`src/rtl/store_buffer.sv`:
```
// -----------------------------------------------------------------------------
// store_buffer
//
// Posted-write FIFO between the write-through data cache and data_mem.
// The cache hands stores (sw/sh/sb) to this block and carries on. The block
// then drains them to memory in order through one valid/ready port. The same
// port also serves cache refill reads. A refill that touches a word with a
// pending store waits until the store reaches memory, so it never returns
// stale data. Only one memory transaction is in flight at a time.
//
// Ports
//   clk, rst              clock, synchronous active-high reset
//   wr_valid/wr_ready     store handshake (wr_ready = not full, 0 during rst)
//   wr_addr/wr_data/wr_mode  store byte address, data, addr_mode (passed through)
//   rd_valid/rd_addr      refill request, held by the requester until rd_done
//   rd_done/rd_data       one-cycle completion pulse with the refill word
//   mem_valid/mem_we      memory request valid, 1 = write / 0 = read
//   mem_addr/mem_wdata/mem_mode  registered request fields, stable while valid
//   mem_ready/mem_rdata   memory accept; read data is valid in the accept cycle
//   count                 number of occupied store entries
// -----------------------------------------------------------------------------
module store_buffer #(
    parameter int ADDR_WIDTH = 32,
    parameter int DATA_WIDTH = 32,
    parameter int DEPTH      = 4
) (
    input  logic                      clk,
    input  logic                      rst,
    input  logic                      wr_valid,
    output logic                      wr_ready,
    input  logic [ADDR_WIDTH-1:0]     wr_addr,
    input  logic [DATA_WIDTH-1:0]     wr_data,
    input  logic [2:0]                wr_mode,
    input  logic                      rd_valid,
    input  logic [ADDR_WIDTH-1:0]     rd_addr,
    output logic                      rd_done,
    output logic [DATA_WIDTH-1:0]     rd_data,
    output logic                      mem_valid,
    output logic                      mem_we,
    output logic [ADDR_WIDTH-1:0]     mem_addr,
    output logic [DATA_WIDTH-1:0]     mem_wdata,
    output logic [2:0]                mem_mode,
    input  logic                      mem_ready,
    input  logic [DATA_WIDTH-1:0]     mem_rdata,
    output logic [$clog2(DEPTH):0]    count
);

    localparam int PW = $clog2(DEPTH);
    localparam int CW = PW + 1;

    typedef enum logic [1:0] {
        ST_IDLE  = 2'd0,
        ST_DRAIN = 2'd1,
        ST_READ  = 2'd2
    } state_t;

    // Controller state
    state_t                  state_q,     state_d;
    logic [PW-1:0]           rd_ptr_q,    rd_ptr_d;
    logic [PW-1:0]           wr_ptr_q,    wr_ptr_d;
    logic [CW-1:0]           count_q,     count_d;

    // Store entries
    logic [ADDR_WIDTH-1:0]   fifo_addr_q [DEPTH];
    logic [ADDR_WIDTH-1:0]   fifo_addr_d [DEPTH];
    logic [DATA_WIDTH-1:0]   fifo_data_q [DEPTH];
    logic [DATA_WIDTH-1:0]   fifo_data_d [DEPTH];
    logic [2:0]              fifo_mode_q [DEPTH];
    logic [2:0]              fifo_mode_d [DEPTH];

    // Registered memory-side and read-return outputs
    logic                    mem_valid_q, mem_valid_d;
    logic                    mem_we_q,    mem_we_d;
    logic [ADDR_WIDTH-1:0]   mem_addr_q,  mem_addr_d;
    logic [DATA_WIDTH-1:0]   mem_wdata_q, mem_wdata_d;
    logic [2:0]              mem_mode_q,  mem_mode_d;
    logic                    rd_done_q,   rd_done_d;
    logic [DATA_WIDTH-1:0]   rd_data_q,   rd_data_d;

    // Per-cycle events
    logic                    wr_ready_s;
    logic                    push_s;
    logic                    pop_s;
    logic                    hazard_s;

    // Accept a store only when a slot is free. A pop in the same cycle
    // does not count, which keeps the full check a plain compare on count_q.
    always_comb begin
        wr_ready_s = (!rst) && (count_q != CW'(DEPTH));
        push_s     = wr_valid && wr_ready_s;
    end

    // Hazard check: a refill must not pass a queued store to the same word.
    // An entry is occupied when its distance from the head is below count.
    // The compare ignores the byte offset, so sb/sh to any byte of the word hit.
    always_comb begin : hazard_blk
        logic [PW-1:0] offset_v;
        hazard_s = 1'b0;
        offset_v = '0;
        for (int i = 0; i < DEPTH; i++) begin
            offset_v = PW'(i) - rd_ptr_q;
            if ((CW'(offset_v) < count_q) &&
                (fifo_addr_q[i][ADDR_WIDTH-1:2] == rd_addr[ADDR_WIDTH-1:2])) begin
                hazard_s = 1'b1;
            end else begin
                hazard_s = hazard_s;
            end
        end
    end

    // Next-state logic for the controller and the memory request registers.
    // Decisions are taken only in IDLE. A non-conflicting read goes ahead of
    // draining, and a conflicting read waits until the stores ahead of it leave.
    always_comb begin
        state_d     = state_q;
        mem_valid_d = mem_valid_q;
        mem_we_d    = mem_we_q;
        mem_addr_d  = mem_addr_q;
        mem_wdata_d = mem_wdata_q;
        mem_mode_d  = mem_mode_q;
        rd_data_d   = rd_data_q;
        rd_done_d   = 1'b0;
        pop_s       = 1'b0;

        case (state_q)
            ST_IDLE: begin
                if (rd_valid && !hazard_s) begin
                    state_d     = ST_READ;
                    mem_valid_d = 1'b1;
                    mem_we_d    = 1'b0;
                    mem_addr_d  = rd_addr;
                end else if (count_q != {CW{1'b0}}) begin
                    state_d     = ST_DRAIN;
                    mem_valid_d = 1'b1;
                    mem_we_d    = 1'b1;
                    mem_addr_d  = fifo_addr_q[rd_ptr_q];
                    mem_wdata_d = fifo_data_q[rd_ptr_q];
                    mem_mode_d  = fifo_mode_q[rd_ptr_q];
                end else begin
                    state_d     = ST_IDLE;
                    mem_valid_d = 1'b0;
                end
            end
            ST_DRAIN: begin
                if (mem_ready) begin
                    pop_s       = 1'b1;
                    state_d     = ST_IDLE;
                    mem_valid_d = 1'b0;
                end else begin
                    state_d     = ST_DRAIN;
                end
            end
            ST_READ: begin
                if (mem_ready) begin
                    rd_data_d   = mem_rdata;
                    rd_done_d   = 1'b1;
                    state_d     = ST_IDLE;
                    mem_valid_d = 1'b0;
                end else begin
                    state_d     = ST_READ;
                end
            end
            default: begin
                state_d     = ST_IDLE;
                mem_valid_d = 1'b0;
            end
        endcase
    end

    // FIFO pointers and occupancy. The pointers are exactly log2(DEPTH) bits,
    // so they wrap on their own.
    always_comb begin
        rd_ptr_d = pop_s  ? (rd_ptr_q + PW'(1)) : rd_ptr_q;
        wr_ptr_d = push_s ? (wr_ptr_q + PW'(1)) : wr_ptr_q;
        case ({push_s, pop_s})
            2'b10:   count_d = count_q + CW'(1);
            2'b01:   count_d = count_q - CW'(1);
            default: count_d = count_q;
        endcase
    end

    // Entry storage next values: write the tail slot on push.
    always_comb begin
        for (int i = 0; i < DEPTH; i++) begin
            if (push_s && (wr_ptr_q == PW'(i))) begin
                fifo_addr_d[i] = wr_addr;
                fifo_data_d[i] = wr_data;
                fifo_mode_d[i] = wr_mode;
            end else begin
                fifo_addr_d[i] = fifo_addr_q[i];
                fifo_data_d[i] = fifo_data_q[i];
                fifo_mode_d[i] = fifo_mode_q[i];
            end
        end
    end

    // State register. Reset drops any in-flight request and empties the queue.
    always_ff @(posedge clk) begin
        if (rst) begin
            state_q     <= ST_IDLE;
            rd_ptr_q    <= '0;
            wr_ptr_q    <= '0;
            count_q     <= '0;
            mem_valid_q <= 1'b0;
            mem_we_q    <= 1'b0;
            mem_addr_q  <= '0;
            mem_wdata_q <= '0;
            mem_mode_q  <= 3'd0;
            rd_done_q   <= 1'b0;
            rd_data_q   <= '0;
            for (int i = 0; i < DEPTH; i++) begin
                fifo_addr_q[i] <= '0;
                fifo_data_q[i] <= '0;
                fifo_mode_q[i] <= 3'd0;
            end
        end else begin
            state_q     <= state_d;
            rd_ptr_q    <= rd_ptr_d;
            wr_ptr_q    <= wr_ptr_d;
            count_q     <= count_d;
            mem_valid_q <= mem_valid_d;
            mem_we_q    <= mem_we_d;
            mem_addr_q  <= mem_addr_d;
            mem_wdata_q <= mem_wdata_d;
            mem_mode_q  <= mem_mode_d;
            rd_done_q   <= rd_done_d;
            rd_data_q   <= rd_data_d;
            for (int i = 0; i < DEPTH; i++) begin
                fifo_addr_q[i] <= fifo_addr_d[i];
                fifo_data_q[i] <= fifo_data_d[i];
                fifo_mode_q[i] <= fifo_mode_d[i];
            end
        end
    end

    assign wr_ready  = wr_ready_s;
    assign rd_done   = rd_done_q;
    assign rd_data   = rd_data_q;
    assign mem_valid = mem_valid_q;
    assign mem_we    = mem_we_q;
    assign mem_addr  = mem_addr_q;
    assign mem_wdata = mem_wdata_q;
    assign mem_mode  = mem_mode_q;
    assign count     = count_q;

endmodule

```
`config.mk`:
```
export PLATFORM = sky130hd
export DESIGN_NAME = store_buffer
export DESIGN_NICKNAME = d
export VERILOG_FILES = /design/src/rtl/store_buffer.sv
export SDC_FILE = /design/constraint.sdc
export NUM_CORES = 1
export LEC_CHECK = 0
export ABC_CLOCK_PERIOD_IN_PS = 3990
export BUFFER_PORTS_ARGS = -buffer_cell sky130_fd_sc_hd__buf_2
export CORE_MARGIN = 5
export CORE_UTILIZATION = 53
export DETAILED_ROUTE_END_ITERATION = 8
export GPL_ROUTABILITY_DRIVEN = 0
export MAX_ROUTING_LAYER = met4
export PLACE_DENSITY = 0.85
export SYNTH_ARGS = -nofsm -noshare
export SYNTH_HDL_FRONTEND = slang
export SYNTH_SLANG_ARGS = --single-unit
```
`constraint.sdc`:
```
create_clock -name clk -period 3.99 [get_ports clk]
set_input_delay 0.798 -clock clk [delete_from_list [all_inputs] [get_ports clk]]
set_output_delay 0.798 -clock clk [all_outputs]
set_load 0.005 [all_outputs]
```
---- Yosys cells after proc, flatten, opt, wreduce, memory -nomap -nowiden ----
Memories as Yosys holds them, arrays and structs flattened. A register that Yosys moved wholly into a read port is not among the register bits.
Cells that the tools add are included.
word-level totals
  register bits after elaboration ......... 76
  RAM bits ................................ 268
  bits of input ports ..................... 136
  output and inout port bits .............. 106
  word-level logic and storage cells ...... 131
  memories kept ........................... 3
memories
  name         depth  bits a word  read ports  clocked after Yosys merged registers in  write ports  RTL line  text
  fifo_addr_q  4      32           5           1                                        4            64        logic [ADDR_WIDTH-1:0] fifo_addr_q [DEPTH];
  fifo_data_q  4      32           1           1                                        4            66        logic [DATA_WIDTH-1:0] fifo_data_q [DEPTH];
  fifo_mode_q  4      3            1           1                                        4            68        logic [2:0] fifo_mode_q [DEPTH];
operators by class
  add/subtract/negate cells ............... 8
  magnitude comparators ................... 4
  equality and inequality tests ........... 17
  muxes and demuxes ....................... 49
  bitwise operators ....................... 14
  reduce and logical (&&, ||, !) cells .... 27
operator list
  operator                                                                number
  32-bit two-way mux                                                      18
  30-bit equality test                                                    4
  3-bit two-way mux                                                       8
  1-bit two-way mux                                                       16
  2-bit by 3-bit < comparator with 1-bit output                           4
  1-bit OR                                                                12
  2-bit AND reduction                                                     6
  1-bit logical AND                                                       11
  2-bit equality test (second input constant)                             4
  2-bit two-way mux                                                       4
  2-bit by 1-bit equality test with 1-bit output (second input constant)  3
  2-bit one-hot mux with 3 select lines                                   1
  3-bit one-hot mux with 2 select lines                                   1
  2-bit by 1-bit adder with 2-bit output (second input constant)          2
  2-bit logical NOT                                                       2
  1-bit inequality test (second input constant)                           4
  2-bit nonzero test                                                      2
  2-bit OR reduction                                                      2
  1-bit by 2-bit subtractor with 2-bit output (first input constant)      2
  2-bit subtractor (first input constant)                                 2
  3-bit by 1-bit adder with 3-bit output (second input constant)          1
  3-bit inequality test (second input constant)                           1
  3-bit AND reduction                                                     1
  3-bit nonzero test                                                      1
  5 further kinds                                                         7

---- Longest topological paths before layout ----
Gate-level depths: netlist of run 1.
  depth in word-level cells ............... 11
  mapped depth ............................ 12
  depth with buffers taken out ............ 10

---- Worst setup path before layout of run 1 ----
Ideal clock, no wire load.
  path type ............................... flip-flop to flip-flop
  start point ............................. reg rd_ptr_q[0]
  end point ............................... reg mem_addr_q[24], in the netlist mem_addr[24]
  setup time .............................. 0.119 ns
  data arrival time ....................... 2.901 ns
  setup slack ............................. 0.970 ns
  stages on the path, launching flop included .. 12
  path buffers ............................ 3
  cells stage by stage .................... dfxtp_1 buf_2 buf_1 xnor2_1 inv_1 ha_1 a2111oi_0 a41oi_1 and4_4 a21o_4 buf_6 o221a_2
between the ends
  word-level cells in the longest chain between the ends .. 11
  elaborated cells on any way between the ends .. 21
  classes of those cells .................. 4 x add/sub; 4 x order compare; 5 x mux; 8 x reduce/logical
ends and longest elaborated chain
  item                                           RTL line  text
  start, declared                                59        logic [PW-1:0] rd_ptr_q, rd_ptr_d;
  start signal, assigned                         218       rd_ptr_q <= rd_ptr_d;
  1-bit by 2-bit subtractor with 2-bit output    101       offset_v = PW'(i) - rd_ptr_q;
  2-bit by 3-bit < comparator with 1-bit output  102       if ((CW'(offset_v) < count_q) &&
  1-bit logical AND                              102
  1-bit two-way mux (3 in series)                102
  1-bit two-way mux *                            102
  1-bit logical NOT *                            127       if (rd_valid && !hazard_s) begin
  1-bit logical AND *                            127
  2-bit nonzero test (no source line)            -
  2-bit AND reduction (no source line)           -
  end signal, assigned                           223       mem_addr_q <= mem_addr_d;
  end, declared                                  74        logic [ADDR_WIDTH-1:0] mem_addr_q, mem_addr_d;
Every way passes the cells marked *; elsewhere a longest branch is shown, timed or not.
A chain may end at the register's enable or synchronous reset.

---- Worst setup path after layout of run 1 ----
  start point ............................. in rd_addr[6]
  end point ............................... reg mem_addr_q[21], in the netlist mem_addr[21]
between the ends
  word-level cells in the longest chain between the ends .. 10
  elaborated cells on any way between the ends .. 17
  classes of those cells .................. 4 x eq/ne; 5 x mux; 8 x reduce/logical
ends and longest elaborated chain
  item                                  RTL line  text
  start, declared                       35        input logic [ADDR_WIDTH-1:0] rd_addr,
  30-bit equality test                  103       (fifo_addr_q[i][ADDR_WIDTH-1:2] == rd_addr[ADDR_WIDTH-1:2])) begin
  1-bit logical AND                     102
  1-bit two-way mux (3 in series)       102
  1-bit two-way mux *                   102
  1-bit logical NOT *                   127
  1-bit logical AND *                   127
  2-bit nonzero test (no source line)   -
  2-bit AND reduction (no source line)  -
Marks and branches as above.

==> results of run 1 <==
## cell families after synthesis
group / synth area share (%)
flops: 51.58
buf+inv: 4.704
mux: 8.850
xor+xnor: 6.305
fa+ha+maj: 1.044
compound gates: 10.61
simple gates: 16.91
## area by class of cell
cell class / count / area (µm²)
diodes: 20 / 50.05
clock inverters: 17 / 172.7
flip-flops and latches: 381 / 9034
well taps: 442 / 553.0
repair buffers: 259 / 1410
fillers: 2576 / 12230
inverters: 45 / 168.9
clock buffers: 61 / 1245
multi-input cells: 1086 / 7671
## power breakdown
part / total [mW] / internal [mW] / leakage (nW) / switching (mW)
sequential: 4.38 / 4.25 / 3.42 / 0.130
combinational: 1.00 / 0.425 / 3.46 / 0.577
clock: 3.90 / 2.31 / 0.707 / 1.59
total: 9.29 / 6.99 / 7.59 / 2.29
## routing by layer
layer | GRT usage, % | up-vias
met3 | 7.179 | 114
li1 | - | 6086
met1 | 32.00 | 6377
met5 | - | -
met2 | 39.53 | 597
met4 | 9.448 | 0
## per-stage QoR
| step | power (mW) | worst slack, ps | cells | utilization (%) |
|---|---|---|---|---|
| 2_1_floorplan | 5.057 | 970.2 | 1663 | - |
| 3_3_place_gp | 5.409 | 638.6 | 2213 | 57.89 |
| 3_5_place_dp | 5.446 | 567.8 | 2213 | 57.89 |
| 4_1_cts | 9.316 | 1115 | 2291 | 62.25 |
| 5_1_grt | 9.609 | 858.9 | 2308 | 62.38 |
| 6_report | 9.287 | 1020 | 2311 | 62.41 |
## worst paths after layout
check	cells past startpoint	slack (ps)	startpoint	to
max reg2reg	8	1050	count[1]$_SDFFE_PP0P_	mem_addr[21]$_SDFFE_PP0P_
min reg2reg	2	450	rd_data[8]$_SDFFE_PP0P_	rd_data[8]$_SDFFE_PP0P_
min	2	450	rd_data[8]$_SDFFE_PP0P_	rd_data[8]$_SDFFE_PP0P_
max	9	1020	rd_addr[6]	mem_addr[21]$_SDFFE_PP0P_
## state kept, by name, summed over array words and instances (netlist names), 2 cells and up, named ones only
name,flops
fifo_mode_q,12
count,3
wr_ptr_q,2
fifo_addr_q,128
fifo_data_q,128
state_q,2
mem_mode,3
mem_addr,32
rd_ptr_q,2
mem_wdata,32
rd_data,32
## cell usage in the layout (no fill, tap or decap), drive strengths merged, types with 13 or more instances in the layout
cell type and n:
xor2 41, a21oi 72, clkbuf 61, nand3 40, nand2 194, diode 20
xnor2 85, dfxtp 241, ha 13, a31oi 33, and2 143, o221a 31
nand4 21, inv 45, edfxtp 140, nor2 14, buf 259, mux4 67
clkinv 15, o21ai 160, nand2b 126
## critical path, cell delays in order
cell      delay [ps]
buf_2            150
xor2_1           160
nor4_1           580
nand4_1          170
a2111o_1         440
and4_4           330
nand2_2          370
buf_12           220
o221a_2          200
==> out/results.txt, run 1 <==
Status -> finished, final reports clean
PwrDens -> 457.4 nW/µm²
Critical Path Source Type -> primary input
Achievable Freq -> 336.7 MHz
P_leak -> 7.585 nW
Layout area overhead -> 16.01%
Final-report hold violation count -> 0
Hold_buf cts -> 0
Die Wd -> 191.7 µm
Setup Skew -> 35.55 ps
WL met2 -> 21810 µm
CTS sink count -> 381
CTS Buffer Depth -> 3
Worst Tran Pin Value -> 1100 ps
Setup crit end kind -> flop
IO Pins -> 242
CP max FO -> 40
CTS tree -> done
Final Cell Area -> 20300 µm²
Iter 0 DRT Violations -> 1155
Clock tree root buffer cell -> clkbuf_16
TritonRoute pass-1 iters -> 7
Ys flop type -> dfxtp_1
Fin crit share -> 74.43%
Top Metal Used -> met4
Max-cap violations -> 0
Post-DRT Antenna Nets -> 0
Area share of the largest cell type after synthesis -> 27.56%
Wire per inst -> 20.18 µm
Share of cells above drive strength 1 -> 23.58%
Yosys top cell by area -> dfxtp_1
Crit Path Category -> in -> reg
Core Rows -> 66
Hold Slack -> 450.1 ps
Worst IR Drop VDD -> 0.5288 mV
GRT overflow -> 0
# nets final -> 1965
#FFs+latches synth -> 381
Cts repair resizes -> 0
Post-synth EDFFs -> 140
Fin crit period -> 2970 ps
Num CTS Buffers -> 42
Final setup viols -> 0
Synth Net Count -> 1813
Core area -> 32540 µm²
Post-route DRC -> 0
Post-CTS Setup Bufs -> 0
Final wirelength -> 46630 µm
Final Max Tran Viols -> 0
Number of port buffers -> 241
Syn_area_per_cell -> 10.52 µm²
Area after DPL -> 18840 µm²
Mapped Area -> 17500 µm²
Crit path arrival time -> 3470 ps
Largest net degree at the start of global routing -> 245
Ys async rst share -> 0%
Synth cell count leaders -> dfxtp_1 (241), nand2_1 (193), o21ai_0 (151)
Seq/Total Area, Yosys -> 51.58%
Met3 WL post-DR -> 4760 µm
Worst Path Required -> 4490 ps
H-tree level count -> 2
Unrepaired setup endpoints after global routing -> no
Die Footprint -> 36760 µm²
First-pass GRT wire length -> 71860 µm
Relative slew slack -> 26.67%
Clock slew at reported path FFs -> 60 ps
Vias per cell -> 5.701
Syn Inst Count -> 1663
Synth area leaders -> dfxtp_1 (28%), edfxtp_1 (24%), mux4_2 (8.6%), and2_1 (5.1%), nand2b_1 (4.5%)
Starting Density -> 53.80%
Class of the worst hold path -> reg -> reg
Warning count from the yosys run -> 0
Die H -> 191.7 µm
Clk_lat worst skew -> 560 ps
Dpl hpwl -> 29450 µm
Metal-1 WL -> 18550 µm
Vias in the first global route -> 13190
Initial antenna violation count -> 17
Yosys cell types -> 44
Setup TNS -> 0 ps
Top-count cell post-synth -> dfxtp_1
GRT Util Overall -> 25.45%
DR vias -> 13170
Note: power is estimated with default switching activity, not from simulation.
==> inputs of run 2 (changes only) <==
ABC_CLOCK_PERIOD_IN_PS = 2700   (was 3990)
CORE_UTILIZATION = 52   (was 53)
PLACE_DENSITY = 0.87   (was 0.85)
clock period = 2.7 ns   (was 3.99 ns; I/O delays follow)
==> out/results.txt, run 2 (same netlist as run 1, synthesis figures left out) <==
Crit Path Category -> reg -> reg
Wire per inst -> 20.30 µm (+0.60%)
CTS sink count -> 381 (unchanged)
Setup TNS -> 0 ps (unchanged)
Layout area overhead -> 18.84%
Critical Path Source Type -> flop
FF-to-FF Start -> rd_ptr_q[0]$_SDFFE_PP0P_
Worst IR Drop VDD -> 0.5958 mV (+13%)
Fillers -> 2529 (-1.8%)
CTS Buffer Depth -> 3 (unchanged)
Commonest non-fill, non-tap cell in the layout -> buf_2
Worst Path Required -> 3100 ps (-1390 ps)
Achievable Freq -> 387.7 MHz
Hold_sp -> wr_addr[12]
Hold Slack -> 239.2 ps (-210.9 ps)
Area after DPL -> 19340 µm² (+2.7%)
Most frequent cells in the layout -> buf_2 (240), dfxtp_1 (238), nand2_1 (193), o21ai_0 (151), and2_1 (143)
Die H -> 193.5 µm (+0.91%)
Setup ws final -> 120.5 ps (-899.8 ps)
Clk_lat worst skew -> 550 ps (about the same)
Dpl ws -> -131.7 ps (-699.5 ps)
Iter 0 DRT Violations -> 1200 (+3.9%)
IO Pins -> 242 (unchanged)
Starting Density -> 52.46% (-1.3 points)
Relative slew slack -> 47.82% (+21 points)
Initial antenna violation count -> 14 (-3)
Setup Skew -> 16.34 ps (-19.21 ps)
TritonRoute pass-1 iters -> 6 (-1)
Post-DRT Antenna Nets -> 0 (unchanged)
Crit path arrival time -> 2970 ps (-500 ps)
Clock slew at reported path FFs -> 60 ps (about the same)
Die Wd -> 193.5 µm (+0.91%)
Worst Tran Pin Value -> 782.6 ps (-317.3 ps)
Class of the worst hold path -> in -> reg
Fin crit share -> 95.54%
Fin crit period -> 2580 ps
Vias per cell -> 5.717 (+0.28%)
Status -> finished, final reports clean
Highest-delay cell along the critical path -> a2111oi_2
Largest net degree at the start of global routing -> 170 (-31%)
# nets final -> 2017 (+2.6%)
First-pass GRT wire length -> 74740 µm (+4.0%)
Share of cells above drive strength 1 -> 25.68% (+2.1 points)
Die Footprint -> 37430 µm² (+1.8%)
Worst Reg-to-Reg Cells -> 9 (+1)
DR vias -> 13520 (+2.6%)
Vias in the first global route -> 13580 (+2.9%)
Crit-path cells -> xnor2_1, inv_1, ha_1, a2111oi_2, a41oi_1, and4_4, buf_4, o21ai_0, a21oi_1
Worst hold stages -> 3 (+1)
Reg-to-Reg End -> mem_wdata[9]$_SDFFE_PP0P_
PwrDens -> 668.3 nW/µm² (+46%)
Clock tree root buffer cell -> clkbuf_16
H-tree level count -> 2 (unchanged)
Number of port buffers -> 241 (unchanged)
Reg2reg setup slack -> 120 ps (-930 ps)
Dpl hpwl -> 31050 µm (+5.5%)
Num CTS Buffers -> 41 (-2.4%)
CTS tree -> done
Final Max Tran Viols -> 0 (unchanged)
Max-cap violations -> 0 (unchanged)
Post-route DRC -> 0 (unchanged)
CP max FO -> 37 (-7.5%)
Final wirelength -> 48010 µm (+2.9%)
GRT overflow -> 0 (unchanged)
Core area -> 33360 µm² (+2.5%)
Final setup viols -> 0 (unchanged)
Final Cell Area -> 20800 µm² (+2.4%)
Core Rows -> 67 (+1.5%)
Hold path endpoint -> fifo_addr_q[1][12]$_SDFFE_PP0P_
Unrepaired setup endpoints after global routing -> no
GRT Util Overall -> 25.44% (about the same)
Critical Path Max Stage Delay -> 450 ps (-130 ps)
P_leak -> 7.870 nW (+3.8%)
Final-report hold violation count -> 0 (unchanged)
Top flop regs -> fifo_addr_q: 128 flops, fifo_data_q: 128 flops
Setup crit end kind -> flop
## run 2: timing repair
action / CTS / global route
setup endpoints to repair: 1 / 19
resized for setup: 1 / 1
setup buffers: 0 / 0
hold buffers: 0 / 0
## run 2: worst max-delay path by stage
stage,start,cells past startpoint,endpoint
after floorplan,rd_ptr_q[0]$_SDFFE_PP0P_,11,mem_addr[24]$_SDFFE_PP0P_
after global placement,rd_addr[18],8,mem_addr[17]$_SDFFE_PP0P_
after detailed placement,rd_addr[2],13,mem_wdata[9]$_SDFFE_PP0P_
after CTS,rd_ptr_q[0]$_SDFFE_PP0P_,9,mem_wdata[9]$_SDFFE_PP0P_
after global routing,rd_ptr_q[0]$_SDFFE_PP0P_,9,mem_wdata[14]$_SDFFE_PP0P_
final,rd_ptr_q[0]$_SDFFE_PP0P_,9,mem_wdata[9]$_SDFFE_PP0P_
## run 2: critical path, delay by kind of cell, from the launching register on
family	cells	cell delay, ps
AO/OA/AOI/OAI	4	1040
AND/OR/NAND/NOR	1	250
buffers and inverters	2	310
XOR/XNOR	1	260
flip-flops	1	340
adder cells (fa/ha/maj)	1	190
## run 2: cell type report
cell class | instances | area (µm²) | area share [%]
clock inverters | 23 | 269.0 | 1.293
well taps | 448 | 560.5 | 2.695
diodes | 17 | 42.54 | 0.2045
repair buffers | 312 | 1908 | 9.174
inverters | 45 | 168.9 | 0.8121
multi-input cells | 1086 | 7677 | 36.91
flip-flops and latches | 381 | 9032 | 43.43
clock buffers | 53 | 1141 | 5.486
## run 2: per-layer routing
metal / GRT usage (%) / vias up / part of all wire [%]
met3: 7.149 / 133 / 11
met5: - / - / 0
li1: - / 6198 / -
met2: 40.63 / 703 / 48
met4: 8.917 / 0 / 3.6
met1: 31.28 / 6486 / 38
## run 2: metrics by stage
| stage | utilization (%) | total power, mW | cells |
|---|---|---|---|
| after global routing | 62.32 | 14.37 | 2362 |
| after detailed placement | 57.97 | 8.149 | 2272 |
| after floorplan | - | 7.474 | 1663 |
| final | 62.34 | 13.90 | 2365 |
| after global placement | 57.97 | 8.081 | 2272 |
| after CTS | 62.20 | 13.95 | 2348 |
## run 2: where the power goes
| group | total (mW) | internal, mW | switching (mW) |
|---|---|---|---|
| sequential | 6.47 | 6.29 | 0.184 |
| combinational | 1.59 | 0.699 | 0.893 |
| clock | 5.84 | 3.49 | 2.35 |
==> inputs of run 3 (changes only) <==
==> constraint.sdc (replaced) <==
create_clock -name clk -period 2.7 [get_ports clk]
set_input_delay 0.405 -clock clk [delete_from_list [all_inputs] [get_ports clk]]
set_output_delay 0.405 -clock clk [all_outputs]
set_load 0.005 [all_outputs]
==> out/results.txt, run 3 (same netlist as run 1, synthesis figures left out) <==
Status -> finished with violations
Violated checks -> negative setup slack
PwrDens -> 646.4 nW/µm² (-3.3%)
Vias per cell -> 5.734 (+0.30%)
Wire per inst -> 20.08 µm (-1.1%)
FF-to-FF Start -> fifo_addr_q[1][6]$_SDFFE_PP0P_
Final Max Tran Viols -> 0 (unchanged)
Class of the worst hold path -> in -> reg
Core Rows -> 67 (unchanged)
# placed instances -> 2255 (-0.75%)
Die H -> 193.5 µm (unchanged)
Final-report hold violation count -> 0 (unchanged)
Final std cells w/o fill -> 2346 (-0.80%)
Clock slew at reported path FFs -> 60 ps (about the same)
Iter 0 DRT Violations -> 1198 (-0.17%)
Die Wd -> 193.5 µm (unchanged)
Num CTS Buffers -> 40 (-2.4%)
Post-route DRC -> 0 (unchanged)
Final wirelength -> 47110 µm (-1.9%)
Achievable Freq -> 368.2 MHz (-5.0%)
First-pass GRT wire length -> 74240 µm (-0.67%)
Worst Path Required -> 3120 ps (+20 ps)
Setup ws final -> -16.22 ps (-136.7 ps)
Final Cell Area -> 20560 µm² (-1.2%)
Final setup viols -> 7 (+7)
TritonRoute pass-1 iters -> 6 (unchanged)
Post-DRT Antenna Nets -> 0 (unchanged)
Unrepaired setup endpoints after global routing -> no
Vias in the first global route -> 13380 (-1.4%)
Fin crit share -> 100.6% (+5.1 points)
Starting Density -> 52.46% (unchanged)
Hold_buf cts -> 0 (unchanged)
Top flop regs -> fifo_addr_q: 128 flops, fifo_data_q: 128 flops
Relative slew slack -> 46.89% (-0.93 points)
Number of port buffers -> 241 (unchanged)
Max-cap violations -> 0 (unchanged)
CTS sink count -> 381 (unchanged)
Worst IR Drop VDD -> 0.5421 mV (-9.0%)
Setup TNS -> -43.12 ps (-43.12 ps)
Initial antenna violation count -> 18 (+4)
P_leak -> 7.716 nW (-2.0%)
GRT overflow -> 0 (unchanged)
Area after DPL -> 19240 µm² (-0.53%)
Final Util -> 61.62% (-0.72 points)
Fin crit period -> 2716 ps (+136.7 ps)
GRT Util Overall -> 25.07% (-0.36 points)
Crit path arrival time -> 3140 ps (+170 ps)
H-tree level count -> 2 (unchanged)
Setup crit end kind -> flop
WL met2 -> 22360 µm (-2.8%)
Layout area overhead -> 17.46%
Top Metal Used -> met4
CTS tree -> done
Commonest non-fill, non-tap cell in the layout -> buf_2
Share of cells above drive strength 1 -> 24.44% (-1.2 points)
Critical Path Source Type -> flop
CTS Buffer Depth -> 3 (unchanged)
Setup crit start -> fifo_addr_q[1][6]$_SDFFE_PP0P_
Clk_lat worst skew -> 550 ps (about the same)
Crit Path Category -> reg -> reg
Hold_sp -> wr_addr[3]
Most frequent cells in the layout -> buf_2 (240), dfxtp_1 (238), nand2_1 (193), o21ai_0 (151), and2_1 (143)
Core area -> 33360 µm² (unchanged)
Dpl ws -> -34.33 ps (+97.35 ps)
# nets final -> 1999 (-0.89%)
DR vias -> 13450 (-0.51%)
Largest net degree at the start of global routing -> 172 (+1.2%)
Die Footprint -> 37430 µm² (unchanged)
Clock tree root buffer cell -> clkbuf_16
CP max FO -> 32 (-14%)
Met3 WL post-DR -> 4978 µm (-2.3%)
Worst Tran Pin Value -> 796.7 ps (+14.02 ps)
Metal-1 WL -> 18330 µm (+0.85%)
Setup Skew -> 27.37 ps (+11.03 ps)
IO Pins -> 242 (unchanged)
Dpl hpwl -> 31160 µm (+0.33%)
[run 3: timing repair]
action                                  in CTS  in global routing
gates resized for setup                      0                  2
endpoints found under the setup margin       0                 16
buffers inserted                             0                  0
[run 3: layer usage]
| metal | vias up | track usage (%) |
|---|---|---|
| met5 | - | - |
| met3 | 114 | 6.784 |
| met2 | 734 | 39.50 |
| li1 | 6157 | - |
| met4 | 0 | 8.314 |
| met1 | 6446 | 31.71 |
[run 3: area by class of cell]
class	instances	area, µm²
Fill cell	2537	12810
Clock inverter	15	161.4
Sequential cell	381	9032
Clock buffer	56	1101
Timing Repair Buffer	295	1805
Tap cell	448	560.5
Antenna cell	20	50.05
Multi-Input combinational cell	1086	7679
Inverter	45	168.9
[run 3: power breakdown]
part | leakage, nW | internal, mW | switching [mW]
registers | 3.42 | 6.29 | 0.186
clock network | 0.616 | 2.98 | 2.27
logic | 3.68 | 0.685 | 0.882
total | 7.72 | 9.95 | 3.34
[run 3: per-stage QoR]
step / hold slack, ps / power, mW
2_1_floorplan: 446.0 / 7.474
3_3_place_gp: 438.9 / 8.064
3_5_place_dp: 446.9 / 8.131
4_1_cts: 80.63 / 13.35
5_1_grt: 87.99 / 13.78
6_report: 108.1 / 13.29
[run 3: final timing paths]
| kind | slack (ps) | depth (start not counted) | end |
|---|---|---|---|
| worst max-delay path | -20 | 8 | mem_addr[27]$_SDFFE_PP0P_ |
| worst min-delay path | 110 | 3 | fifo_addr_q[3][3]$_SDFFE_PP0P_ |
| worst max register to register | -20 | 8 | mem_addr[27]$_SDFFE_PP0P_ |
| worst min register to register | 450 | 2 | rd_data[3]$_SDFFE_PP0P_ |
[run 3: critical path: stages (launching register included)]
cell,delay (ps)
dfxtp_1,330
xor2_1,210
nor4_1,420
buf_4,190
nand4_1,90
a2111o_1,440
and4_4,220
a21o_4,360
o221a_2,310
